===== config.mk =====
export PLATFORM = sky130hd
export DESIGN_NAME = mem_source_streamer_flat
export DESIGN_NICKNAME = d
export VERILOG_FILES = /design/src/rtl/mem_source_streamer_pkg.sv /design/src/rtl/mem_source_streamer_if.sv /design/src/rtl/mem_source_streamer_skid.sv /design/src/rtl/mem_source_streamer.sv /design/src/flat_wrapper.sv
export SDC_FILE = /design/constraint.sdc
export NUM_CORES = 1
export LEC_CHECK = 0
export ABC_AREA = 1
export CAP_MARGIN = 20
export CORE_MARGIN = 1.5
export CORE_UTILIZATION = 51
export CTS_CLUSTER_DIAMETER = 200
export CTS_CLUSTER_SIZE = 20
export DETAILED_ROUTE_END_ITERATION = 16
export PLACE_DENSITY = 0.8
export SLEW_MARGIN = 20
export SYNTH_ARGS = -nofsm -noshare
export SYNTH_HDL_FRONTEND = slang
export SYNTH_SLANG_ARGS = --single-unit

===== constraint.sdc =====
create_clock -name clk -period 2.65 [get_ports clk]
set_input_delay 0.265 -clock clk [delete_from_list [all_inputs] [get_ports clk]]
set_output_delay 0.265 -clock clk [all_outputs]
set_load 0.05 [all_outputs]

===== src/rtl/mem_source_streamer_pkg.sv =====
// Shared definitions for the memory source streamer.
// Provides the FSM state encoding and the default address/data widths
// used by the interface, the skid buffer and the top level.
package src_pkg;

  localparam int DEF_ADDR_WIDTH = 7;
  localparam int DEF_DATA_WIDTH = 32;

  localparam logic [1:0] ST_IDLE   = 2'd0;
  localparam logic [1:0] ST_STREAM = 2'd1;
  localparam logic [1:0] ST_DRAIN  = 2'd2;
  localparam logic [1:0] ST_DONE   = 2'd3;

  typedef enum logic [1:0] {
    IDLE   = ST_IDLE,
    STREAM = ST_STREAM,
    DRAIN  = ST_DRAIN,
    DONE   = ST_DONE
  } state_e;

endpackage


===== src/rtl/mem_source_streamer_if.sv =====
// Bundle of the streamer's control, memory-read and FIFO-write signals.
// master : the streamer (drives rd_addr_o, rd_en_o, fifo_wdata_o,
//          fifo_wen_o, busy_o, done_o; receives start_i, nop_i, full_i,
//          ilen_i, rd_data_i)
// slave  : the surrounding environment (opposite directions)
interface mem_source_streamer_if
  import src_pkg::*;
#(
  parameter int ADDR_WIDTH = DEF_ADDR_WIDTH,
  parameter int DATA_WIDTH = DEF_DATA_WIDTH
) ();

  logic                  start_i;
  logic                  nop_i;
  logic                  full_i;
  logic [ADDR_WIDTH-1:0] ilen_i;
  logic [ADDR_WIDTH-1:0] rd_addr_o;
  logic                  rd_en_o;
  logic [DATA_WIDTH-1:0] rd_data_i;
  logic [DATA_WIDTH-1:0] fifo_wdata_o;
  logic                  fifo_wen_o;
  logic                  busy_o;
  logic                  done_o;

  modport master (
    input  start_i, nop_i, full_i, ilen_i, rd_data_i,
    output rd_addr_o, rd_en_o, fifo_wdata_o, fifo_wen_o, busy_o, done_o
  );

  modport slave (
    output start_i, nop_i, full_i, ilen_i, rd_data_i,
    input  rd_addr_o, rd_en_o, fifo_wdata_o, fifo_wen_o, busy_o, done_o
  );

endinterface


===== src/rtl/mem_source_streamer_skid.sv =====
// skid_fifo2: two-entry FIFO that catches memory read data arriving one
// cycle after the read strobe.
// Ports: clk, rstn (async active-low), push/din (write side),
//        pop (read side), count (occupancy 0..2), head (oldest entry).
// Push and pop in the same cycle are allowed; the caller never pushes
// into a full buffer nor pops an empty one.
module skid_fifo2
  import src_pkg::*;
#(
  parameter int DATA_WIDTH = DEF_DATA_WIDTH
) (
  input  logic                  clk,
  input  logic                  rstn,
  input  logic                  push,
  input  logic                  pop,
  input  logic [DATA_WIDTH-1:0] din,
  output logic [1:0]            count,
  output logic [DATA_WIDTH-1:0] head
);

  logic [DATA_WIDTH-1:0] slot [2];
  logic                  wr_ptr;
  logic                  rd_ptr;
  logic [1:0]            cnt;

  // Data slots are cleared on reset so the FIFO write data output reads 0.
  always_ff @(posedge clk or negedge rstn) begin
    if (!rstn) begin
      slot[0] <= '0;
      slot[1] <= '0;
      wr_ptr  <= 1'b0;
      rd_ptr  <= 1'b0;
      cnt     <= 2'd0;
    end else begin
      if (push) begin
        slot[wr_ptr] <= din;
        wr_ptr       <= ~wr_ptr;
      end
      if (pop) rd_ptr <= ~rd_ptr;
      cnt <= cnt + {1'b0, push} - {1'b0, pop};
    end
  end

  assign count = cnt;
  assign head  = slot[rd_ptr];

endmodule


===== src/rtl/mem_source_streamer.sv =====
// mem_source_streamer: reads ilen_i words from a synchronous-read sample
// memory (addresses 0..ilen_i-1) and pushes them in order into the
// interpolator input FIFO.
// Ports: clk, rstn (async active-low), bus (master modport) carrying
//        start_i/nop_i/full_i/ilen_i control, the memory read port
//        (rd_addr_o, rd_en_o, rd_data_i), the FIFO write port
//        (fifo_wdata_o, fifo_wen_o) and status (busy_o, done_o).
module mem_source_streamer
  import src_pkg::*;
#(
  parameter int ADDR_WIDTH = DEF_ADDR_WIDTH,
  parameter int DATA_WIDTH = DEF_DATA_WIDTH
) (
  input  logic                 clk,
  input  logic                 rstn,
  mem_source_streamer_if.master bus
);

  state_e                state_q, state_n;
  logic [ADDR_WIDTH-1:0] len_q;
  logic [ADDR_WIDTH-1:0] rd_cnt;
  logic                  inflight;
  logic                  rd_en;
  logic                  pop;
  logic [1:0]            skid_count;
  logic [DATA_WIDTH-1:0] skid_head;
  logic [2:0]            occ;

  skid_fifo2 #(.DATA_WIDTH(DATA_WIDTH)) u_skid (
    .clk   (clk),
    .rstn  (rstn),
    .push  (inflight),
    .pop   (pop),
    .din   (bus.rd_data_i),
    .count (skid_count),
    .head  (skid_head)
  );

  assign pop = (skid_count != 2'd0) && !bus.full_i;

  // Words that will still be held after this cycle's pop. A new read is
  // only issued when at most one remains, so buffered plus in-flight
  // never exceeds the two skid slots.
  assign occ = {1'b0, skid_count} + {2'b00, inflight} - {2'b00, pop};

  always_ff @(posedge clk or negedge rstn) begin
    if (!rstn) state_q <= IDLE;
    else       state_q <= state_n;
  end

  always_comb begin
    state_n = state_q;
    rd_en   = 1'b0;
    case (state_q)
      IDLE: begin
        if (bus.start_i) state_n = STREAM;
      end
      STREAM: begin
        rd_en = !bus.nop_i && (rd_cnt < len_q) && (occ <= 3'd1);
        if (rd_cnt == len_q) state_n = DRAIN;
      end
      DRAIN: begin
        if ((skid_count == 2'd0) && !inflight) state_n = DONE;
      end
      DONE: begin
        state_n = IDLE;
      end
      default: state_n = IDLE;
    endcase
  end

  always_ff @(posedge clk or negedge rstn) begin
    if (!rstn) begin
      len_q    <= '0;
      rd_cnt   <= '0;
      inflight <= 1'b0;
    end else begin
      inflight <= rd_en;
      if ((state_q == IDLE) && bus.start_i) begin
        len_q  <= bus.ilen_i;
        rd_cnt <= '0;
      end else if (rd_en) begin
        rd_cnt <= rd_cnt + 1'b1;
      end
    end
  end

  assign bus.rd_en_o      = rd_en;
  assign bus.rd_addr_o    = rd_cnt;
  assign bus.fifo_wen_o   = pop;
  assign bus.fifo_wdata_o = skid_head;
  assign bus.busy_o       = (state_q != IDLE);
  assign bus.done_o       = (state_q == DONE);

endmodule


===== src/flat_wrapper.sv =====
// flat-port wrapper written by rule: the top's interface ports become plain ports
module mem_source_streamer_flat import src_pkg::*;
#(
  parameter int ADDR_WIDTH = DEF_ADDR_WIDTH,
  parameter int DATA_WIDTH = DEF_DATA_WIDTH
)
  (clk, rstn, bus_start_i, bus_nop_i, bus_full_i, bus_ilen_i, bus_rd_data_i, bus_rd_addr_o, bus_rd_en_o, bus_fifo_wdata_o, bus_fifo_wen_o, bus_busy_o, bus_done_o);
  mem_source_streamer_if #(.ADDR_WIDTH(ADDR_WIDTH), .DATA_WIDTH(DATA_WIDTH)) bus_i ();
  input  logic clk;
  input  logic rstn;
  input wire logic [$bits(bus_i.start_i)-1:0] bus_start_i;
  input wire logic [$bits(bus_i.nop_i)-1:0] bus_nop_i;
  input wire logic [$bits(bus_i.full_i)-1:0] bus_full_i;
  input wire logic [$bits(bus_i.ilen_i)-1:0] bus_ilen_i;
  input wire logic [$bits(bus_i.rd_data_i)-1:0] bus_rd_data_i;
  output wire logic [$bits(bus_i.rd_addr_o)-1:0] bus_rd_addr_o;
  output wire logic [$bits(bus_i.rd_en_o)-1:0] bus_rd_en_o;
  output wire logic [$bits(bus_i.fifo_wdata_o)-1:0] bus_fifo_wdata_o;
  output wire logic [$bits(bus_i.fifo_wen_o)-1:0] bus_fifo_wen_o;
  output wire logic [$bits(bus_i.busy_o)-1:0] bus_busy_o;
  output wire logic [$bits(bus_i.done_o)-1:0] bus_done_o;
  assign bus_i.start_i = bus_start_i;
  assign bus_i.nop_i = bus_nop_i;
  assign bus_i.full_i = bus_full_i;
  assign bus_i.ilen_i = bus_ilen_i;
  assign bus_i.rd_data_i = bus_rd_data_i;
  assign bus_rd_addr_o = bus_i.rd_addr_o;
  assign bus_rd_en_o = bus_i.rd_en_o;
  assign bus_fifo_wdata_o = bus_i.fifo_wdata_o;
  assign bus_fifo_wen_o = bus_i.fifo_wen_o;
  assign bus_busy_o = bus_i.busy_o;
  assign bus_done_o = bus_i.done_o;
  mem_source_streamer #(.ADDR_WIDTH(ADDR_WIDTH), .DATA_WIDTH(DATA_WIDTH)) u_core (.clk(clk), .rstn(rstn), .bus(bus_i));
endmodule

Yosys cells after proc, flatten, opt, wreduce, memory -nomap -nowiden --
Index checks and enable logic that the tools add are counted.
Word-level totals: output and inout port bits 43, word-level logic and storage cells 58, bits in registers 85, bits of input ports 44
Cells by class: eq/ne operators 7, mux-type cells 13, add/subtract/negate cells 5, bitwise logic cells 4, reduce and logical (&&, ||, !) cells 15, magnitude comparators 5
Operators by type and width (number):
- $mux W32 | 4
- $bwmux W64 | 1
- $demux W32 S1 | 1
- $mux W7 | 2
- $pmux W2 S4 | 1
- $add A7 B1 Y7 const B | 1
- $eq A7 B7 Y1 | 1
- $lt A7 B7 Y1 | 1
- $logic_and A1 B1 Y1 | 6
- $mux W2 | 3
- $reduce_bool A2 Y1 | 3
- $eq A2 B2 Y1 const B | 2
- $ge A2 B2 Y1 const B | 2
- $logic_not A2 Y1 | 2
- $ne A2 B1 Y1 const B | 2
- $not A1 Y2 | 2
- $add A2 B1 Y3 | 1
- $le A3 B1 Y1 const B | 1
- $logic_not A1 Y1 | 3
- $reduce_and A3 Y1 | 1
- $sub A3 B1 Y3 | 1
- $add A2 B1 Y2 | 1
- $eq A2 B1 Y1 const B | 1
- $lt A2 B1 Y1 const B | 1
- other kinds (4) | 5

Longest topological paths before layout --
Gate-level depths: netlist of the first run.
depth in word-level cells 8, gate-level depth with buffers 14, gate-level depth less buffers 14

Modules after synthesis --
Synthesis of the first run repeated with hierarchy kept, for this count alone.
Unflattened totals: cells, all modules 511, area total of the unflattened synthesis 4170.2 µm²
Modules (own cells, without submodules):
- skid_fifo2 | instances 1, sequential area each 1701.6 µm², area an instance 2977.9 µm², cells an instance 361
- mem_source_streamer | instances 1, sequential area each 425.4 µm², area an instance 1192.4 µm², cells an instance 150

Least setup slack after synthesis of the first run --
No wires, ideal clock.
path type register to output, from register u_core.u_skid.cnt[1] (netlist: u_core.u_skid.count[1]), to output bus_rd_en_o, data required time 2.385 ns, stages on the path, launching flop included 12, arrival time 3.146 ns, setup slack -0.761 ns, buffers on the path 0, cells stage by stage dfrtp_1 > inv_2 > a21oi_1 > ha_1 > inv_1 > ha_1 > fa_1 > nor2_1 > nand3_1 > nor2_2 > nand3_2 > inv_1
On the way: cells in the longest elaborated chain, start to end 6, elaborated cells between the ends (all ways) 7, those cells by class add/sub: 2; order compare: 1; mux: 1; reduce/logical: 3
Ends and longest elaborated chain:
- start, declared | line mem_source_streamer_skid.sv:24 | logic [1:0] cnt;
- start signal, assigned | line mem_source_streamer_skid.sv:40 | cnt <= cnt + {1'b0, push} - {1'b0, pop};
- $reduce_bool A2 Y1 | line mem_source_streamer.sv:39 | assign pop = (skid_count != 2'd0) && !bus.full_i;
- $logic_and A1 B1 Y1 | line mem_source_streamer.sv:39
- named net bus_fifo_wen_o | line flat_wrapper.sv:19 | output wire logic [$bits(bus_i.fifo_wen_o)-1:0] bus_fifo_wen_o;
- $sub A3 B1 Y3 | line mem_source_streamer.sv:44 | assign occ = {1'b0, skid_count} + {2'b00, inflight} - {2'b00, pop};
- named net u_core.occ[1] | line mem_source_streamer.sv:27 | logic [2:0] occ;
- $le A3 B1 Y1 | line mem_source_streamer.sv:59 | rd_en = !bus.nop_i && (rd_cnt < len_q) && (occ <= 3'd1);
- $logic_and A1 B1 Y1 | line mem_source_streamer.sv:59
- $mux W1 | line mem_source_streamer.sv:54 | case (state_q)
- end, declared | line flat_wrapper.sv:17 | output wire logic [$bits(bus_i.rd_en_o)-1:0] bus_rd_en_o;
The timed path passes the listed nets, and every way through them passes these cells.

Final worst setup path of the first run --
from register u_core.u_skid.cnt[1] (netlist: u_core.u_skid.count[1]), to output bus_rd_en_o
On the way: cells in the longest elaborated chain, start to end 6, elaborated cells between the ends (all ways) 7, those cells by class add/sub: 2; order compare: 1; mux: 1; reduce/logical: 3
Ends and longest elaborated chain (line):
- parallel branches: the longest is 2 deep, another holds $add A2 B1 Y3
- $sub A3 B1 Y3 * | mem_source_streamer.sv:44
- named net u_core.occ[1] | mem_source_streamer.sv:27
- $le A3 B1 Y1 * | mem_source_streamer.sv:59
- $logic_and A1 B1 Y1 * | mem_source_streamer.sv:59
- $mux W1 * | mem_source_streamer.sv:54
Mark *: on every way through the listed nets, which the timed path passes.

==> results of run 1 <==
## registers in the layout (all words and copies together) (netlist names)
| register | cells |
|---|---|
| u_core.u_skid.slot | 64 |
| u_core.bus.rd_addr_o | 7 |
| u_core.len_q | 7 |
| u_core.state_q | 2 |
| u_core.u_skid.count | 2 |
| u_core.inflight | 1 |
| u_core.u_skid.rd_ptr | 1 |
| u_core.u_skid.wr_ptr | 1 |
## layout make-up
class | count | area, um^2 | share of cell area, %
flip-flops and latches | 85 | 2130 | 40.3
multi-input cells | 340 | 1750 | 33.1
repair buffers | 100 | 910 | 17.2
inverters | 56 | 214 | 4.05
clock buffers | 11 | 131 | 2.49
well taps | 102 | 128 | 2.42
clock inverters | 4 | 26.3 | 0.497
## report_power, final
| group | internal, W | switching, W |
|---|---|---|
| Combinational | 0.00139 | 0.00289 |
| Clock | 0.000335 | 0.000439 |
| Sequential | 0.00189 | 0.000319 |
| Total | 0.00362 | 0.00365 |
## cells by family after synthesis
group	share of synthesized area, %
simple gates	23.4
fa+ha+maj	5.00
compound gates	11.3
buf+inv	8.26
flops	51.2
xor+xnor	0.844
## worst max-delay path: stages (launching register included)
cell and delay, ns:
sky130_fd_sc_hd__dfrtp_1 0.40, sky130_fd_sc_hd__inv_2 0.09, sky130_fd_sc_hd__a21oi_4 0.07, sky130_fd_sc_hd__ha_4 0.26, sky130_fd_sc_hd__inv_2 0.04, sky130_fd_sc_hd__ha_4 0.15, sky130_fd_sc_hd__fa_1 0.48, sky130_fd_sc_hd__nor2_2 0.15
sky130_fd_sc_hd__nand3_2 0.10, sky130_fd_sc_hd__nor2_4 0.11, sky130_fd_sc_hd__nand3_4 0.08, sky130_fd_sc_hd__clkinvlp_4 0.10, sky130_fd_sc_hd__buf_12 0.13
## placed cells by master, fill, tap and decap left out
| cell type | instances |
|---|---|
| sky130_fd_sc_hd__clkinv_2 | 2 |
| sky130_fd_sc_hd__nand2_1 | 206 |
| sky130_fd_sc_hd__a21oi_4 | 1 |
| sky130_fd_sc_hd__or2_2 | 2 |
| sky130_fd_sc_hd__ha_4 | 2 |
| sky130_fd_sc_hd__nand3_4 | 1 |
| sky130_fd_sc_hd__buf_4 | 45 |
| sky130_fd_sc_hd__nand2_2 | 2 |
| sky130_fd_sc_hd__clkinv_4 | 1 |
| sky130_fd_sc_hd__nor2_4 | 1 |
| sky130_fd_sc_hd__o21a_1 | 1 |
| sky130_fd_sc_hd__dfrtp_1 | 85 |
| sky130_fd_sc_hd__inv_2 | 4 |
| sky130_fd_sc_hd__a21oi_1 | 4 |
| sky130_fd_sc_hd__fa_1 | 1 |
| sky130_fd_sc_hd__clkbuf_8 | 9 |
| sky130_fd_sc_hd__clkbuf_1 | 2 |
| sky130_fd_sc_hd__xor2_1 | 4 |
| sky130_fd_sc_hd__o21ai_1 | 9 |
| sky130_fd_sc_hd__nand3_2 | 1 |
| sky130_fd_sc_hd__clkinvlp_4 | 2 |
| sky130_fd_sc_hd__clkdlybuf4s50_1 | 52 |
| sky130_fd_sc_hd__buf_6 | 1 |
| sky130_fd_sc_hd__nand4_1 | 5 |
| sky130_fd_sc_hd__inv_1 | 51 |
| sky130_fd_sc_hd__nand3_1 | 16 |
| sky130_fd_sc_hd__ha_1 | 13 |
| sky130_fd_sc_hd__o21ai_0 | 38 |
| sky130_fd_sc_hd__buf_12 | 2 |
| sky130_fd_sc_hd__nor2_1 | 7 |
| sky130_fd_sc_hd__nor2_2 | 1 |
| sky130_fd_sc_hd__nand3b_1 | 1 |
| sky130_fd_sc_hd__nand2_4 | 1 |
| sky130_fd_sc_hd__o21ai_2 | 23 |
## layer usage
metal	track usage (%)	routed length [um]
met1	30.1	4090
met2	36.5	4490
met5	0	0
met3	2.85	477
met4	7.07	79
## repair_timing
item	in CTS	in global routing
setup buffers	5	3
setup endpoints to repair	1	8
resized for setup	5	5
pin swaps	6	5
hold buffers	0	0
## cell usage after synthesis (2+ instances only)
library cell,count,area [um^2]
sky130_fd_sc_hd__inv_1,54,203
sky130_fd_sc_hd__xor2_1,4,35.0
sky130_fd_sc_hd__o21ai_2,23,201
sky130_fd_sc_hd__nor2_1,8,30.0
sky130_fd_sc_hd__nand3_1,17,85.1
sky130_fd_sc_hd__ha_1,15,188
sky130_fd_sc_hd__buf_6,6,67.6
sky130_fd_sc_hd__a21oi_1,5,25.0
sky130_fd_sc_hd__inv_2,2,7.51
sky130_fd_sc_hd__dfrtp_1,85,2130
sky130_fd_sc_hd__buf_2,4,20.0
sky130_fd_sc_hd__o21ai_1,9,45.0
sky130_fd_sc_hd__clkbuf_1,12,45.0
sky130_fd_sc_hd__nand4_1,5,31.3
sky130_fd_sc_hd__nand2_1,208,781
sky130_fd_sc_hd__o21ai_0,38,190
## metrics by stage
stage | setup WS [ns] | std cells | util, %
finish | -0.103 | 698 | 67.7
global route | -0.201 | 698 | 67.7
CTS | -0.193 | 696 | 67.2
detailed placement | -0.119 | 676 | 64.4
global placement | -0.0169 | 676 | 64.4
floorplan | -0.00674 | 503 | -
## worst max path at each step
stage | start | endpoint | slack [ns] | cells after the start
floorplan | u_core.u_skid.count[1]$_DFF_PN0_ | bus_rd_en_o | -0.007 | 11
global placement | bus_full_i | bus_rd_en_o | -0.02 | 12
detailed placement | bus_full_i | bus_rd_en_o | -0.12 | 12
CTS | u_core.u_skid.count[1]$_DFF_PN0_ | bus_rd_en_o | -0.19 | 12
global route | u_core.u_skid.count[1]$_DFF_PN0_ | bus_rd_en_o | -0.20 | 12
finish | u_core.u_skid.count[1]$_DFF_PN0_ | bus_rd_en_o | -0.10 | 12
==> results.rst, run 1 <==
.. list-table::
   :header-rows: 1

   * - Metric
     - Value
   * - Mapped cell area
     - 4150 um^2
   * - Critical path launch point type
     - register
   * - Post-route design area
     - 5280 um^2
   * - Worst path setup slack after routing
     - -0.103 ns
   * - Warnings, synthesis
     - 0
   * - Sequential share of the synthesized area
     - 51.2%
   * - Violations in the final reports
     - hold timing, setup timing
   * - Unrepaired setup endpoints after global routing
     - true
   * - DRC violation total after the first TritonRoute iteration
     - 218
   * - Worst skew pair latency
     - 0.34 ns
   * - Routed wirelength normalized by instance count
     - 13.1 um
   * - Clock skew after layout
     - 0.0104 ns
   * - First-pass GRT wire length
     - 15300 um
   * - Number of antenna violations at the first check in global routing
     - 0
   * - Top fanout value on the critical path
     - 2
   * - Relative slew slack
     - 49.2%
   * - Smallest hold slack
     - -0.0362 ns
   * - Worst-case reg-to-reg path depth
     - 14
   * - Floorplan row count
     - 32
   * - Boundary Pins
     - 87
   * - Cells after synthesis
     - 503
   * - Async set-reset flop share out of synthesis
     - 100%
   * - Clock slew at reported path FFs
     - 0.08 ns
   * - Final-stage net count
     - 652
   * - Post-route setup TNS
     - -0.103 ns
   * - Transition time at the pin with the least slew margin
     - 0.763 ns
   * - Path class of the lowest-slack min-delay path
     - in2async
   * - Area of the core
     - 7810 um^2
   * - Setup slack, reg-to-reg
     - 0.17 ns
   * - Setup-failing EPs final
     - 1
   * - Placement Cell Area
     - 5020 um^2
   * - Number of synthesized register bits
     - 85
   * - Synthesized netlist net count
     - 563
   * - Depth of the CTS H-tree
     - 3
   * - Sinks on the clock net
     - 85
   * - Vias per cell
     - 5.09
   * - Via count of the first global-routing pass
     - 3357
   * - Design Power
     - 0.00727 W
   * - Max-slew violations
     - 0
   * - Final HPWL DP
     - 6030 um
   * - Largest net degree at the start of global routing
     - 86
   * - Global-route usage over all layers
     - 22.1%
   * - Diode insertion count for antenna repair
     - 0
   * - Required time of the critical path
     - 2.38 ns
   * - Number of DRC violations after detailed routing
     - 0
   * - Antenna-violating nets left
     - 0
   * - Vertical die dimension
     - 93.2 um
   * - TritonCTS clock tree
     - yes
   * - TritonCTS Buffers
     - 9
   * - Final critical-path share of the clock period
     - 104%
   * - Total wire length after detailed routing
     - 9140 um
   * - Launch instance of the worst register-to-register path
     - u_core.u_skid.count[1]$_DFF_PN0_
   * - Max-cap violations
     - 0
   * - Highest attainable clock frequency
     - 0.363 GHz
   * - Mapped Avg Cell Area
     - 8.25 um^2
   * - First-pass iteration count of the detailed router
     - 4
   * - Number of failing hold endpoints at the final stage
     - 50
   * - Count of flip-flops with a built-in enable after synthesis
     - 0
   * - Number of fill cells in the layout
     - 646
   * - Total via count in the routed design
     - 3555
   * - Largest voltage drop on the vdd net
     - 787 uV
   * - Power per Cell Area
     - 1380 nW/um^2
   * - Leak
     - 2.78 nW
   * - R2R Path End
     - u_core.bus.rd_addr_o[6]$_DFFE_PN0P_
   * - Die area
     - 8690 um^2
   * - Post-layout min period
     - 2.75 ns
   * - Aggregate global routing overflow
     - 0
   * - Dominant register cell in the synthesized netlist
     - sky130_fd_sc_hd__dfrtp_1
   * - Area growth from synthesis to final layout
     - 27.3%
   * - Type of the worst setup path
     - reg2out
   * - CTS root buffer
     - sky130_fd_sc_hd__clkbuf_8
   * - Arr. time, crit path
     - 2.49 ns
   * - Number of port buffers
     - 86
   * - Horizontal extent of the die
     - 93.2 um
   * - Count of different cell masters after synthesis
     - 24
   * - Initial Util
     - 53.2%
   * - Fraction of final layout cells with drive strength greater than 1
     - 16.9%
   * - Kind of capture point of the worst setup path
     - output port
   * - Result of the run
     - finished, violations left
   * - Number of buffers on the longest clock path
     - 2
   * - RePlAce Congestion
     - 0.833
(Power assumes the default switching activity.)
==> inputs of run 2 (changes only) <==
--- a/config.mk
+++ b/config.mk
@@ -8,11 +8,13 @@
 export ABC_AREA = 1
 export CAP_MARGIN = 20
 export CORE_MARGIN = 1.5
-export CORE_UTILIZATION = 51
+export CORE_UTILIZATION = 55
 export CTS_CLUSTER_DIAMETER = 200
 export CTS_CLUSTER_SIZE = 20
 export DETAILED_ROUTE_END_ITERATION = 16
-export PLACE_DENSITY = 0.8
+export DONT_BUFFER_PORTS = 1
+export PLACE_DENSITY = 0.7
+export SKIP_CTS_REPAIR_TIMING = 1
 export SLEW_MARGIN = 20
 export SYNTH_ARGS = -nofsm -noshare
 export SYNTH_HDL_FRONTEND = slang
==> constraint.sdc (replaced) <==
create_clock -name clk -period 3.3 [get_ports clk]
set_input_delay 0.33 -clock clk [delete_from_list [all_inputs] [get_ports clk]]
set_output_delay 0.33 -clock clk [all_outputs]
set_load 0.05 [all_outputs]
==> run 2 against run 1 <==
  * The flow now finishes without violations
  * Sequential share of layout area increased by 7.3 points
  * Via count fell by 13%
  * Cell count decreased by 13%
  * Utilization is 6.3 points lower
  * Clock power decreased by 1%
  * Non-clock buffer count shrank 88
  * Power fell by 28%
  * Count of clock-buffer cells in the layout grew 2
  * Die area decreased by 7.0%
  * Sequential power decreased by 20%
  * Sequential cell count did not move
  * Hold slack better by 0.14 ns
  * Critical path type unchanged
  * Largest power group unchanged
==> results.rst, run 2 (synthesized netlist as in run 1, its figures left out) <==
.. list-table::
   :header-rows: 1

   * - Metric
     - Value
   * - Top library cells by usage in the layout, fill and taps aside
     - sky130_fd_sc_hd__nand2_1 (207), sky130_fd_sc_hd__dfrtp_1 (85), sky130_fd_sc_hd__inv_1 (53) (was sky130_fd_sc_hd__nand2_1 (206), sky130_fd_sc_hd__dfrtp_1 (85), sky130_fd_sc_hd__clkdlybuf4s50_1 (52))
   * - Most common cell after layout, fill and taps aside
     - sky130_fd_sc_hd__nand2_1 (unchanged)
   * - Boundary Pins
     - 87 (unchanged)
   * - Number of port buffers
     - 0 (was 86)
   * - Antenna-violating nets left
     - 0 (unchanged)
   * - Required time of the critical path
     - 2.97 ns (was 2.38 ns)
   * - Path class of the lowest-slack min-delay path
     - in2reg (was in2async)
   * - Final HPWL DP
     - 5430 um (was 6030 um)
   * - Aggregate global routing overflow
     - 0 (unchanged)
   * - Smallest hold slack
     - 0.105 ns (was -0.0362 ns)
   * - Clock skew after layout
     - 0.00791 ns (was 0.0104 ns)
   * - Number of buffers on the longest clock path
     - 2 (unchanged)
   * - Largest register by flop count
     - u_core.u_skid.slot (unchanged)
   * - Number of fill cells in the layout
     - 689 (was 646)
   * - RePlAce Congestion
     - 0.793 (was 0.833)
   * - Result of the run
     - finished, final reports clean (was finished, violations left)
   * - Max-cap violations
     - 0 (unchanged)
   * - Depth of the CTS H-tree
     - 3 (unchanged)
   * - Kind of capture point of the worst setup path
     - output port (unchanged)
   * - Global-route usage over all layers
     - 21.7% (was 22.1%)
   * - Number of antenna violations at the first check in global routing
     - 0 (unchanged)
   * - Die area
     - 8080 um^2 (was 8690 um^2)
   * - Floorplan row count
     - 31 (was 32)
   * - Vertical die dimension
     - 89.9 um (was 93.2 um)
   * - Final critical-path share of the clock period
     - 94.1%
   * - Sinks on the clock net
     - 85 (unchanged)
   * - Number of failing hold endpoints at the final stage
     - 0 (was 50)
   * - Top fanout value on the critical path
     - 9 (was 2)
   * - Worst skew pair latency
     - 0.35 ns (was 0.34 ns)
   * - Area growth from synthesis to final layout
     - 7.84% (was 27.3%)
   * - Total via count in the routed design
     - 3077 (was 3555)
   * - Total wire length after detailed routing
     - 8190 um (was 9140 um)
   * - Routed wirelength normalized by instance count
     - 13.5 um (was 13.1 um)
   * - Number of DRC violations after detailed routing
     - 0 (unchanged)
   * - TritonCTS clock tree
     - yes (unchanged)
   * - DRC violation total after the first TritonRoute iteration
     - 152 (was 218)
   * - Unrepaired setup endpoints after global routing
     - false (was true)
   * - Type of the worst setup path
     - reg2out (unchanged)
   * - Post-layout min period
     - 3.11 ns
   * - Transition time at the pin with the least slew margin
     - 1.01 ns (was 0.763 ns)
   * - First-pass iteration count of the detailed router
     - 6 (was 4)
   * - Largest register FFs
     - 64 (unchanged)
   * - Relative slew slack
     - 32.6% (was 49.2%)
   * - Final-stage net count
     - 564 (was 652)
   * - Largest net degree at the start of global routing
     - 86 (unchanged)
   * - Max-slew violations
     - 0 (unchanged)
   * - CTS root buffer
     - sky130_fd_sc_hd__clkbuf_8 (unchanged)
   * - Clock slew at reported path FFs
     - 0.08 ns (about the same)
   * - Fraction of final layout cells with drive strength greater than 1
     - 11.6% (was 16.9%)
   * - Highest attainable clock frequency
     - 0.322 GHz
   * - Horizontal extent of the die
     - 89.9 um (was 93.2 um)
   * - Arr. time, crit path
     - 2.78 ns (was 2.49 ns)
   * - First-pass GRT wire length
     - 14000 um (was 15300 um)
   * - Initial Util
     - 56.9% (was 53.2%)
   * - Diode insertion count for antenna repair
     - 0 (unchanged)
   * - Leak
     - 2.43 nW (was 2.78 nW)
   * - Vias per cell
     - 5.06 (was 5.09)
   * - Largest voltage drop on the vdd net
     - 561 uV (was 787 uV)
   * - TritonCTS Buffers
     - 9 (unchanged)
   * - Critical path launch point type
     - register (unchanged)
   * - Post-route setup TNS
     - 0 ns (was -0.103 ns)
   * - Setup-failing EPs final
     - 0 (was 1)
   * - Power per Cell Area
     - 1170 nW/um^2 (was 1380 nW/um^2)
   * - Design Power
     - 0.00526 W (was 0.00727 W)
   * - Via count of the first global-routing pass
     - 3037 (was 3357)
   * - Area of the core
     - 7290 um^2 (was 7810 um^2)
## run 2: area by class of cell
class	count	area, um^2	area share, %
Clock buffer	13	169	3.77
Sequential cell	85	2130	47.5
Inverter	56	214	4.78
Clock inverter	3	42.5	0.950
Timing Repair Buffer	12	113	2.52
Multi-Input combinational cell	340	1690	37.7
Tap cell	99	124	2.77
## run 2: worst paths after layout
path / from / end / slack, ns / cells after the start
worst max-delay path: u_core.u_skid.count[1]$_DFF_PN0_ / bus_rd_en_o / 0.19 / 11
worst min-delay path: bus_ilen_i[4] / u_core.len_q[4]$_DFFE_PN0P_ / 0.10 / 2
worst max register to register: u_core.u_skid.count[1]$_DFF_PN0_ / u_core.inflight$_DFF_PN0_ / 0.77 / 11
worst min register to register: u_core.u_skid.slot[47]$_DFFE_PN0P_ / u_core.u_skid.slot[47]$_DFFE_PN0P_ / 0.48 / 2
max in group asynchronous: rstn / u_core.u_skid.slot[24]$_DFFE_PN0P_ / 2.40 / 2
min in group asynchronous: rstn / u_core.u_skid.slot[12]$_DFFE_PN0P_ / 0.54 / 2
## run 2: worst max-delay path: stages (launching register included)
cell                         delay, ns
sky130_fd_sc_hd__dfrtp_1          0.41
sky130_fd_sc_hd__inv_2            0.12
sky130_fd_sc_hd__a21oi_2          0.08
sky130_fd_sc_hd__ha_1             0.27
sky130_fd_sc_hd__inv_1            0.04
sky130_fd_sc_hd__ha_1             0.18
sky130_fd_sc_hd__fa_1             0.45
sky130_fd_sc_hd__nor2_1           0.15
sky130_fd_sc_hd__nand3_1          0.11
sky130_fd_sc_hd__nor2_2           0.12
sky130_fd_sc_hd__nand3_2          0.22
sky130_fd_sc_hd__clkinvlp_4       0.29
## run 2: routing by layer
metal  share of wire, %  vias up  track usage (%)
li1                   -     1566                -
met1                 46     1419             27.9
met2                 48       80             36.0
met3                5.0       12             4.82
met4                1.7        0             8.47
met5                  0        -                0
## run 2: report_power, final
group / switching [W] / total [W] / internal, W
combinational: 0.00216 / 0.00273 / 0.000575
sequential: 0.000244 / 0.00176 / 0.00152
clock: 0.000355 / 0.000766 / 0.000411
## run 2: stage by stage
step	setup slack, ns	util (%)	area (um^2)	instances
6_report	0.194	61.4	4480	608
5_1_grt	0.0221	61.4	4480	608
4_1_cts	0.0522	60.8	4440	606
3_5_place_dp	0.443	57.9	4220	590
3_3_place_gp	0.550	57.9	4220	590
2_1_floorplan	0.219	-	4160	503
==> inputs of run 3 (changes only) <==
--- a/config.mk
+++ b/config.mk
@@ -8,12 +8,12 @@
 export ABC_AREA = 1
 export CAP_MARGIN = 20
 export CORE_MARGIN = 1.5
-export CORE_UTILIZATION = 55
+export CORE_UTILIZATION = 60
 export CTS_CLUSTER_DIAMETER = 200
 export CTS_CLUSTER_SIZE = 20
 export DETAILED_ROUTE_END_ITERATION = 16
 export DONT_BUFFER_PORTS = 1
-export PLACE_DENSITY = 0.7
+export PLACE_DENSITY = 0.76
 export SKIP_CTS_REPAIR_TIMING = 1
 export SLEW_MARGIN = 20
 export SYNTH_ARGS = -nofsm -noshare
==> run 3 against run 2 <==
  * Global-route usage up 2.0 points
  * Critical path depth unchanged
  * Sequential power about the same
  * Via count up 1.3%
  * Clock skew about the same
  * Count of clock-buffer cells in the layout down 2
  * Clock power up 2%
  * Critical endpoint unchanged
  * Sequential share of layout area up 0.053 points
==> results.rst, run 3 (synthesized netlist as in run 1, its figures left out) <==
.. list-table::
   :header-rows: 1

   * - Metric
     - Value
   * - Result of the run
     - finished, final reports clean (unchanged)
   * - Top fanout value on the critical path
     - 9 (unchanged)
   * - Largest voltage drop on the vdd net
     - 607 uV (was 561 uV)
   * - Arr. time, crit path
     - 2.78 ns (about the same)
   * - Initial Util
     - 61.4% (was 56.9%)
   * - Top library cells by usage in the layout, fill and taps aside
     - sky130_fd_sc_hd__nand2_1 (207), sky130_fd_sc_hd__dfrtp_1 (85), sky130_fd_sc_hd__inv_1 (53) (unchanged)
   * - Via count of the first global-routing pass
     - 3012 (was 3037)
   * - Final HPWL DP
     - 5510 um (was 5430 um)
   * - Boundary Pins
     - 87 (unchanged)
   * - Leak
     - 2.44 nW (was 2.43 nW)
   * - Setup-failing EPs final
     - 0 (unchanged)
   * - Largest register FFs
     - 64 (unchanged)
   * - Most common cell after layout, fill and taps aside
     - sky130_fd_sc_hd__nand2_1 (unchanged)
   * - Area of the core
     - 6760 um^2 (was 7290 um^2)
   * - Type of the worst setup path
     - reg2out (unchanged)
   * - Final-stage net count
     - 564 (unchanged)
   * - Critical path launch point type
     - register (unchanged)
   * - Setup slack, reg-to-reg
     - 0.77 ns (about the same)
   * - Aggregate global routing overflow
     - 0 (unchanged)
   * - First-pass GRT wire length
     - 13700 um (was 14000 um)
   * - Post-layout min period
     - 3.11 ns (about the same)
   * - Kind of capture point of the worst setup path
     - output port (unchanged)
   * - Final instance count without filler cells
     - 588 (was 608)
   * - Number of port buffers
     - 0 (unchanged)
   * - Worst-case reg-to-reg path depth
     - 11 (unchanged)
   * - Die area
     - 7430 um^2 (was 8080 um^2)
   * - DRC violation total after the first TritonRoute iteration
     - 204 (was 152)
   * - Vertical die dimension
     - 86.2 um (was 89.9 um)
   * - Transition time at the pin with the least slew margin
     - 0.766 ns (was 1.01 ns)
   * - Sinks on the clock net
     - 85 (unchanged)
   * - Highest attainable clock frequency
     - 0.322 GHz (about the same)
   * - Antenna-violating nets left
     - 0 (unchanged)
   * - Smallest hold slack
     - 0.108 ns (was 0.105 ns)
   * - Total via count in the routed design
     - 3116 (was 3077)
   * - Flip-flop and latch area
     - 2130 um^2 (unchanged)
   * - CTS root buffer
     - sky130_fd_sc_hd__clkbuf_8 (unchanged)
   * - Final critical-path share of the clock period
     - 94.2% (was 94.1%)
   * - Multi-input gate area
     - 1690 um^2 (unchanged)
   * - Relative slew slack
     - 48.9% (was 32.6%)
   * - R2R Path End
     - u_core.inflight$_DFF_PN0_ (unchanged)
   * - End of the critical path
     - bus_rd_en_o (unchanged)
   * - Number of failing hold endpoints at the final stage
     - 0 (unchanged)
   * - Startpoint of the most critical setup path
     - u_core.u_skid.count[1]$_DFF_PN0_ (unchanged)
   * - Clock slew at reported path FFs
     - 0.08 ns (about the same)
   * - Floorplan row count
     - 30 (was 31)
   * - Number of antenna violations at the first check in global routing
     - 0 (unchanged)
   * - Unrepaired setup endpoints after global routing
     - false (unchanged)
   * - Worst skew pair latency
     - 0.35 ns (about the same)
   * - Depth of the CTS H-tree
     - 3 (unchanged)
   * - Largest net degree at the start of global routing
     - 86 (unchanged)
   * - Number of fill cells in the layout
     - 564 (was 689)
   * - Area growth from synthesis to final layout
     - 7.72% (was 7.84%)
   * - Max-cap violations
     - 0 (unchanged)
   * - Required time of the critical path
     - 2.97 ns (about the same)
   * - Fraction of final layout cells with drive strength greater than 1
     - 11.2% (was 11.6%)
   * - Post-route setup TNS
     - 0 ns (unchanged)
   * - Routed wirelength normalized by instance count
     - 14.2 um (was 13.5 um)
   * - Diode insertion count for antenna repair
     - 0 (unchanged)
   * - TritonCTS clock tree
     - yes (unchanged)
   * - Largest register by flop count
     - u_core.u_skid.slot (unchanged)
   * - Number of DRC violations after detailed routing
     - 0 (unchanged)
   * - RePlAce Congestion
     - 0.764 (was 0.793)
   * - Vias per cell
     - 5.30 (was 5.06)
   * - Launch instance of the worst register-to-register path
     - u_core.u_skid.count[1]$_DFF_PN0_ (unchanged)
   * - Power per Cell Area
     - 1190 nW/um^2 (was 1170 nW/um^2)
   * - Inst Count DP
     - 570 (was 590)
   * - First-pass iteration count of the detailed router
     - 5 (was 6)
   * - Path class of the lowest-slack min-delay path
     - in2reg (unchanged)
   * - Max-slew violations
     - 0 (unchanged)
   * - Horizontal extent of the die
     - 86.2 um (was 89.9 um)
   * - Global-route usage over all layers
     - 23.7% (was 21.7%)
   * - TritonCTS Buffers
     - 9 (unchanged)
   * - Clock skew after layout
     - 0.00770 ns (was 0.00791 ns)
   * - Total wire length after detailed routing
     - 8330 um (was 8190 um)
   * - Number of buffers on the longest clock path
     - 2 (unchanged)
## run 3: worst min path at each step
stage,end,from,slack (ns),cells after the start
2_1_floorplan,u_core.bus.rd_addr_o[0]$_DFFE_PN0P_,rstn,0.03,0
3_3_place_gp,u_core.u_skid.slot[13]$_DFFE_PN0P_,rstn,0.04,0
3_5_place_dp,u_core.u_skid.slot[13]$_DFFE_PN0P_,rstn,0.04,0
4_1_cts,u_core.u_skid.slot[13]$_DFFE_PN0P_,rstn,-0.34,0
5_1_grt,u_core.len_q[1]$_DFFE_PN0P_,bus_ilen_i[1],0.11,2
6_report,u_core.len_q[4]$_DFFE_PN0P_,bus_ilen_i[4],0.11,2
## run 3: power by group
part	switching, W	internal [W]
logic	0.00218	0.000584
clock network	0.000355	0.000423
registers	0.000247	0.00152
total	0.00278	0.00252
## run 3: worst max-delay path, stage by stage (launching register included)
cell and delay [ns]:
sky130_fd_sc_hd__dfrtp_1 0.41, sky130_fd_sc_hd__inv_2 0.12, sky130_fd_sc_hd__a21oi_2 0.08, sky130_fd_sc_hd__ha_1 0.28, sky130_fd_sc_hd__inv_1 0.04, sky130_fd_sc_hd__ha_1 0.18
sky130_fd_sc_hd__fa_1 0.46, sky130_fd_sc_hd__nor2_1 0.14, sky130_fd_sc_hd__nand3_1 0.10, sky130_fd_sc_hd__nor2_2 0.13, sky130_fd_sc_hd__nand3_2 0.22, sky130_fd_sc_hd__clkinvlp_4 0.29
## run 3: cell type report
class                   count  share of cell area, %
clock inverters             4                   1.65
repair buffers             12                   3.08
multi-input cells         340                   37.7
clock buffers              11                   2.94
inverters                  56                   4.78
well taps                  80                   2.24
flip-flops and latches     85                   47.6
## run 3: layer usage
layer  vias up  global-route usage [%]  part of all wire [%]
li1       1557                       -                     -
met1      1444                    29.9                    44
met2       100                    38.4                    47
met3        15                    6.38                   6.6
met4         0                    10.9                   2.2
met5         -                       0                     0
## run 3: stage by stage
step	utilization, %	power (W)	instance area [um^2]	worst slack (ns)
5_1_grt	66.2	0.00567	4470	0.0202
3_3_place_gp	62.2	0.00442	4210	0.561
6_report	66.2	0.00530	4470	0.190
2_1_floorplan	-	0.00415	4160	0.219
4_1_cts	65.3	0.00530	4410	0.0874
3_5_place_dp	62.2	0.00452	4210	0.452
==> RTL edit 1: new RTL, config.mk and constraints of run 1 <==
Set the package constant `DEF_ADDR_WIDTH` to 8 (it was 7).
--- a/src/rtl/mem_source_streamer_pkg.sv
+++ b/src/rtl/mem_source_streamer_pkg.sv
@@ -4,5 +4,5 @@
 package src_pkg;
 
-  localparam int DEF_ADDR_WIDTH = 7;
+  localparam int DEF_ADDR_WIDTH = 8;
   localparam int DEF_DATA_WIDTH = 32;
 
Interface: changed (resized bus_ilen_i and bus_rd_addr_o); port bits go from 87 to 89. The function was not compared with the original's and may differ.
==> RTL edit 1 against run 1 <==
The flow still finishes with violations (negative hold slack, negative setup slack). Sequential cell count up 2. Worst setup slack worse by 0.11 ns. Non-clock buffer count up 5. Wire length up 3.2%. Maximum frequency down 3.7%. Area after synthesis up 4.6%. Power up 3.6%. Final area up 5.4%. Critical path type unchanged. Largest power group unchanged.
==> RTL edit 1: results (changes against run 1) <==
metric;value;unit;change
slowest_delay;0.46;ns;-0.02 ns
p_leak;2.990;nW;+7.6%
fin_nets;685;;+5.1%
seq_area_share;39.09;%;-1.2 points
timing.setup.tns;-0.2081;ns;-0.1055 ns
clkCellAreaFrac;3.640;%;+0.66 points
dp.cells;713;;+5.5%
reg2regPathDepth;15;;+1
wl;9426;um;+3.2%
placed_cell_area;0.005286;sq mm;+5.2%
multi_input_area_share;33.00;%;-0.077 points
internal_power;3.818;mW;+5.5%
holdWs;-0.06348;ns;-0.02728 ns
muxShareOfSynthArea;0.2594;%;+0.26 points
r2r_start;u_core.u_skid.count[0];;
peakVddDrop;0.8115;mV;+3.1%
postSynthAreaPerCell;8.192;sq um;-0.75%
first_iter_violations;175;;-20%
buf_share;17.39;%;+0.17 points
nNonClkBuffers;105;;+5.0%
final-setup-viol-count;1;;unchanged
setup_ws;-0.2081;ns;-0.1055 ns
hold_viol;42;;-16%
syn-cell-area;0.004342;sq mm;+4.6%
synth.top_cells.by_count;nand2_1, dfrtp_1, inv_1;;
fillers;684;;+5.9%
port_buffers;88;;+2.3%
drive_above_1_share;17.99;%;+1.0 points
clk_latency;0.36;ns;+0.02 ns
violations;negative hold slack, negative setup slack;;
grt_pass1_wl;15820;um;+3.2%
grt_pass1_vias;3547;;+5.7%
status;finished, violations left;;
worstMarginPinSlew;0.7978;ns;+0.03508 ns
clock_skew;0.01111;ns;+0.0007422 ns
arrival;2.59;ns;+0.10 ns
RTL edit 1: cell types whose count changed after synthesis, sizes merged, moves of 4 or more:
cell          run 1  this run
nor2              9        26
a21oi             5         9
nand4             5         9
inv              56        67
o21ai            70        65
nand2           209       199
RTL edit 1: stage by stage:
step / worst slack, ns / utilization, %
after global routing: -0.3415 / 67.78
after floorplan: 0.01152 / -
after detailed placement: -0.1823 / 64.34
after global placement: -0.08394 / 64.34
final: -0.2081 / 67.78
after CTS: -0.1792 / 67.57
RTL edit 1: worst reg2reg max path, stage by stage, from the launching register on:
cell and delay, ns:
dfrtp_1 0.42, nor2_4 0.16, nor2_4 0.06, ha_4 0.27, inv_2 0.04, ha_4 0.14, fa_1 0.46, buf_4 0.16
inv_2 0.05, nand2_2 0.04, nor2_2 0.09, nand3_2 0.11, nor2_4 0.18, nand2_4 0.10, nand3_1 0.09, nand2_1 0.06
RTL edit 1: repair_timing:
item / CTS / global route
buffers inserted: 4 / 2
pin swaps: 7 / 4
endpoints found under the setup margin: 9 / 9
resized for setup: 6 / 5
RTL edit 1: per-layer routing:
layer | share of wire (%) | GRT usage, %
met1 | 45 | 30.11
met2 | 48 | 36.64
met3 | 4.2 | 3.589
met4 | 1.8 | 9.204
met5 | 0 | 0
RTL edit 1: power groups by stage:
stage | sequential (mW) | combinational, mW | clock [mW]
2_1_floorplan | 2.21 | 3.03 | 0
3_3_place_gp | 2.22 | 4.15 | 0
3_5_place_dp | 2.25 | 4.26 | 0
4_1_cts | 2.23 | 4.36 | 0.968
5_1_grt | 2.30 | 4.74 | 1.03
6_report | 2.24 | 4.33 | 0.958
==> RTL edit 2: new RTL, settings of run 1 <==
Made on the original files. Reset style: synchronous (`rstn`), changed in 3 clocked blocks. Comments in the files are not updated.
--- a/src/rtl/mem_source_streamer_skid.sv
+++ b/src/rtl/mem_source_streamer_skid.sv
@@ -25,5 +25,5 @@
 
   // Data slots are cleared on reset so the FIFO write data output reads 0.
-  always_ff @(posedge clk or negedge rstn) begin
+  always_ff @(posedge clk) begin
     if (!rstn) begin
       slot[0] <= '0;
--- a/src/rtl/mem_source_streamer.sv
+++ b/src/rtl/mem_source_streamer.sv
@@ -44,5 +44,5 @@
   assign occ = {1'b0, skid_count} + {2'b00, inflight} - {2'b00, pop};
 
-  always_ff @(posedge clk or negedge rstn) begin
+  always_ff @(posedge clk) begin
     if (!rstn) state_q <= IDLE;
     else       state_q <= state_n;
@@ -70,5 +70,5 @@
   end
 
-  always_ff @(posedge clk or negedge rstn) begin
+  always_ff @(posedge clk) begin
     if (!rstn) begin
       len_q    <= '0;
Function: differs if rstn is asserted again (counterexample within 4 cycles, from zero or initial values and one cycle with rstn low); with rstn held inactive, the same outputs for 4 cycles.
==> RTL edit 2 against run 1 <==
Final area up 7.3%. The run ends with negative setup slack left. Power down 32%. Wire length fell by 5.2%. Count of clock-buffer cells in the layout down 2. Combinational power down 45%. Worst setup slack better by 0.044 ns. Highest routed layer unchanged. Global-route usage fell by 1.4 points. Area after synthesis is 3.8% lower. First-iteration DRC count shrank 41%. Sequential cell count increased by 1.
==> RTL edit 2: results (changes against run 1) <==
metric;value;unit;change
status;finished, violations left;;
violations;negative setup slack;;
hpwlAfterDp;5561;um;-7.8%
max_slew_margin;66.09;%;+17 points
grt-ovfl-total;0;;unchanged
hold_start;u_core.u_skid.rd_ptr;;
cts_buffer_depth;2;;unchanged
synth_fa_ha_area_share;5.202;%;+0.20 points
grt_pass1_wl;13320;um;-13%
wl;8662;um;-5.2%
clock_skew;0.01265;ns;+0.002284 ns
first_iter_violations;128;;-41%
grt_max_degree;34;;-60%
yosys.area_share.xor_xnor;0.2194;%;-0.62 points
peakVddDrop;0.6948;mV;-12%
arrival;2.44;ns;-0.05 ns
critPathMaxFanout;3;;+1
setup_ws;-0.05815;ns;+0.04441 ns
antennaDiodeCount;0;;unchanged
p_leak;2.490;nW;-10%
async_flop_share;0;%;-100 points
antenna_found_initial;0;;unchanged
synth.distinct_cells;23;;-4.2%
grtUsageTotal;20.70;%;-1.4 points
path_clk_slew;0.09;ns;
yosysSeqAreaShare;59.17;%;+7.9 points
worstSetupStartpoint;u_core.u_skid.count[1];;
synth.top_cells.by_count;nor2_1, inv_1, edfxtp_1;;
drt-vias-per-instance;5.013;;-1.6%
final-setup-viol-count;1;;unchanged
synth_edf_count;64;;+64
synth-compound-area-share;3.510;%;-7.8 points
port_buffers;86;;unchanged
cts_buffers;9;;unchanged
largest_reg_flops;64;;unchanged
fin_nets;552;;-15%
yosys_warnings;0;;unchanged
holdCritPathClass;reg -> reg;;
clk_latency;0.35;ns;
synth_fp_nets;447;;-21%
top_register;u_core.u_skid.slot;;
dr.pass1.iters;6;;+2
cts_root_buf;clkbuf_8;;
fillers;515;;-20%
drive_above_1_share;23.94;%;+7.0 points
synthTopCellsByArea;edfxtp_1, dfxtp_1, mux2_2, nor2_1, inv_1;;
place.gp.congestion;0.8464;;+1.6%
h-tree-depth;3;;unchanged
muxShareOfSynthArea;9.025;%;+9.0 points
grt_pass1_vias;3008;;-10%
ys.flop_type;edfxtp_1;;
timing.setup.tns;-0.05815;ns;+0.04441 ns
## RTL edit 2: changes by cell type after synthesis, sizes merged, moves of 4 or more
cell           run 1  this run
clkbuf            12         5
inv               56        68
mux2               0        32
nand2            209        39
dfrtp             85         0
dfxtp              0        22
nand3             18        14
a21oi              5        15
edfxtp             0        64
o21ai             70        10
nor2               9        88
## RTL edit 2: worst max-delay path, cell delays in order, from the launching register on
cell	delay, ns
dfxtp_4	0.37
inv_4	0.07
a21oi_4	0.07
ha_4	0.26
inv_2	0.04
ha_4	0.15
fa_2	0.41
nand2_1	0.11
nand2_1	0.08
a21oi_2	0.19
nand4_4	0.13
clkinv_4	0.08
buf_12	0.12
## RTL edit 2: layout make-up
| type | instances | area (sq um) | share of cell area (%) |
|---|---|---|---|
| sequential | 86 | 2367 | 41.77 |
| multi-input combinational | 220 | 1380 | 24.35 |
| timing repair buffer | 106 | 1329 | 23.44 |
| inverter | 69 | 266.5 | 4.702 |
| tap | 102 | 127.6 | 2.252 |
| clock buffer | 9 | 123.9 | 2.185 |
| clock inverter | 7 | 73.82 | 1.302 |
## RTL edit 2: what timing repair did
action,4_1_cts,5_1_grt
hold buffers,0,0
resized for setup,10,7
endpoints found under the setup margin,1,1
buffers inserted,7,4
pin swaps,6,5
## RTL edit 2: routing by layer
| layer | vias to the layer above | part of all wire (%) | global-route usage, % |
|---|---|---|---|
| met5 | - | 0 | 0 |
| met4 | 0 | 2.2 | 10.68 |
| met3 | 17 | 5.2 | 4.020 |
| met2 | 92 | 55 | 39.05 |
| met1 | 1440 | 38 | 21.43 |
| li1 | 1454 | - | - |
## RTL edit 2: worst paths after layout
| check | depth (start not counted) | slack [ns] | endpoint |
|---|---|---|---|
| max | 12 | -0.06 | bus_rd_en_o |
| min | 1 | 0.45 | u_core.u_skid.rd_ptr |
| max reg2reg | 16 | 0.09 | u_core.bus.rd_addr_o[1] |
| min reg2reg | 1 | 0.45 | u_core.u_skid.rd_ptr |
## RTL edit 2: cells by family (layout without fill, tap and decap cells)
logic type | count (synthesis) | count (layout)
simple gates | 146 | 146
flops | 86 | 86
buf+inv | 81 | 191
mux | 32 | 32
compound gates | 25 | 25
fa+ha+maj | 16 | 16
xor+xnor | 1 | 1
## RTL edit 2: stage by stage
stage               utilization (%)  area (sq um)  setup slack (ns)  cells
floorplan                         -          4009           0.01699    387
finish                        74.12          5668          -0.05815    599
global placement              69.68          5329         -0.004487    572
global route                  74.12          5668           -0.1548    599
CTS                           73.30          5605          -0.06441    595
detailed placement            69.68          5329          -0.08433    572
## RTL edit 2: report_power, final
part	total, mW	internal (mW)	switching [mW]
clock network	0.905	0.438	0.467
registers	1.67	1.60	0.0707
logic	2.34	1.01	1.33
total	4.91	3.05	1.86
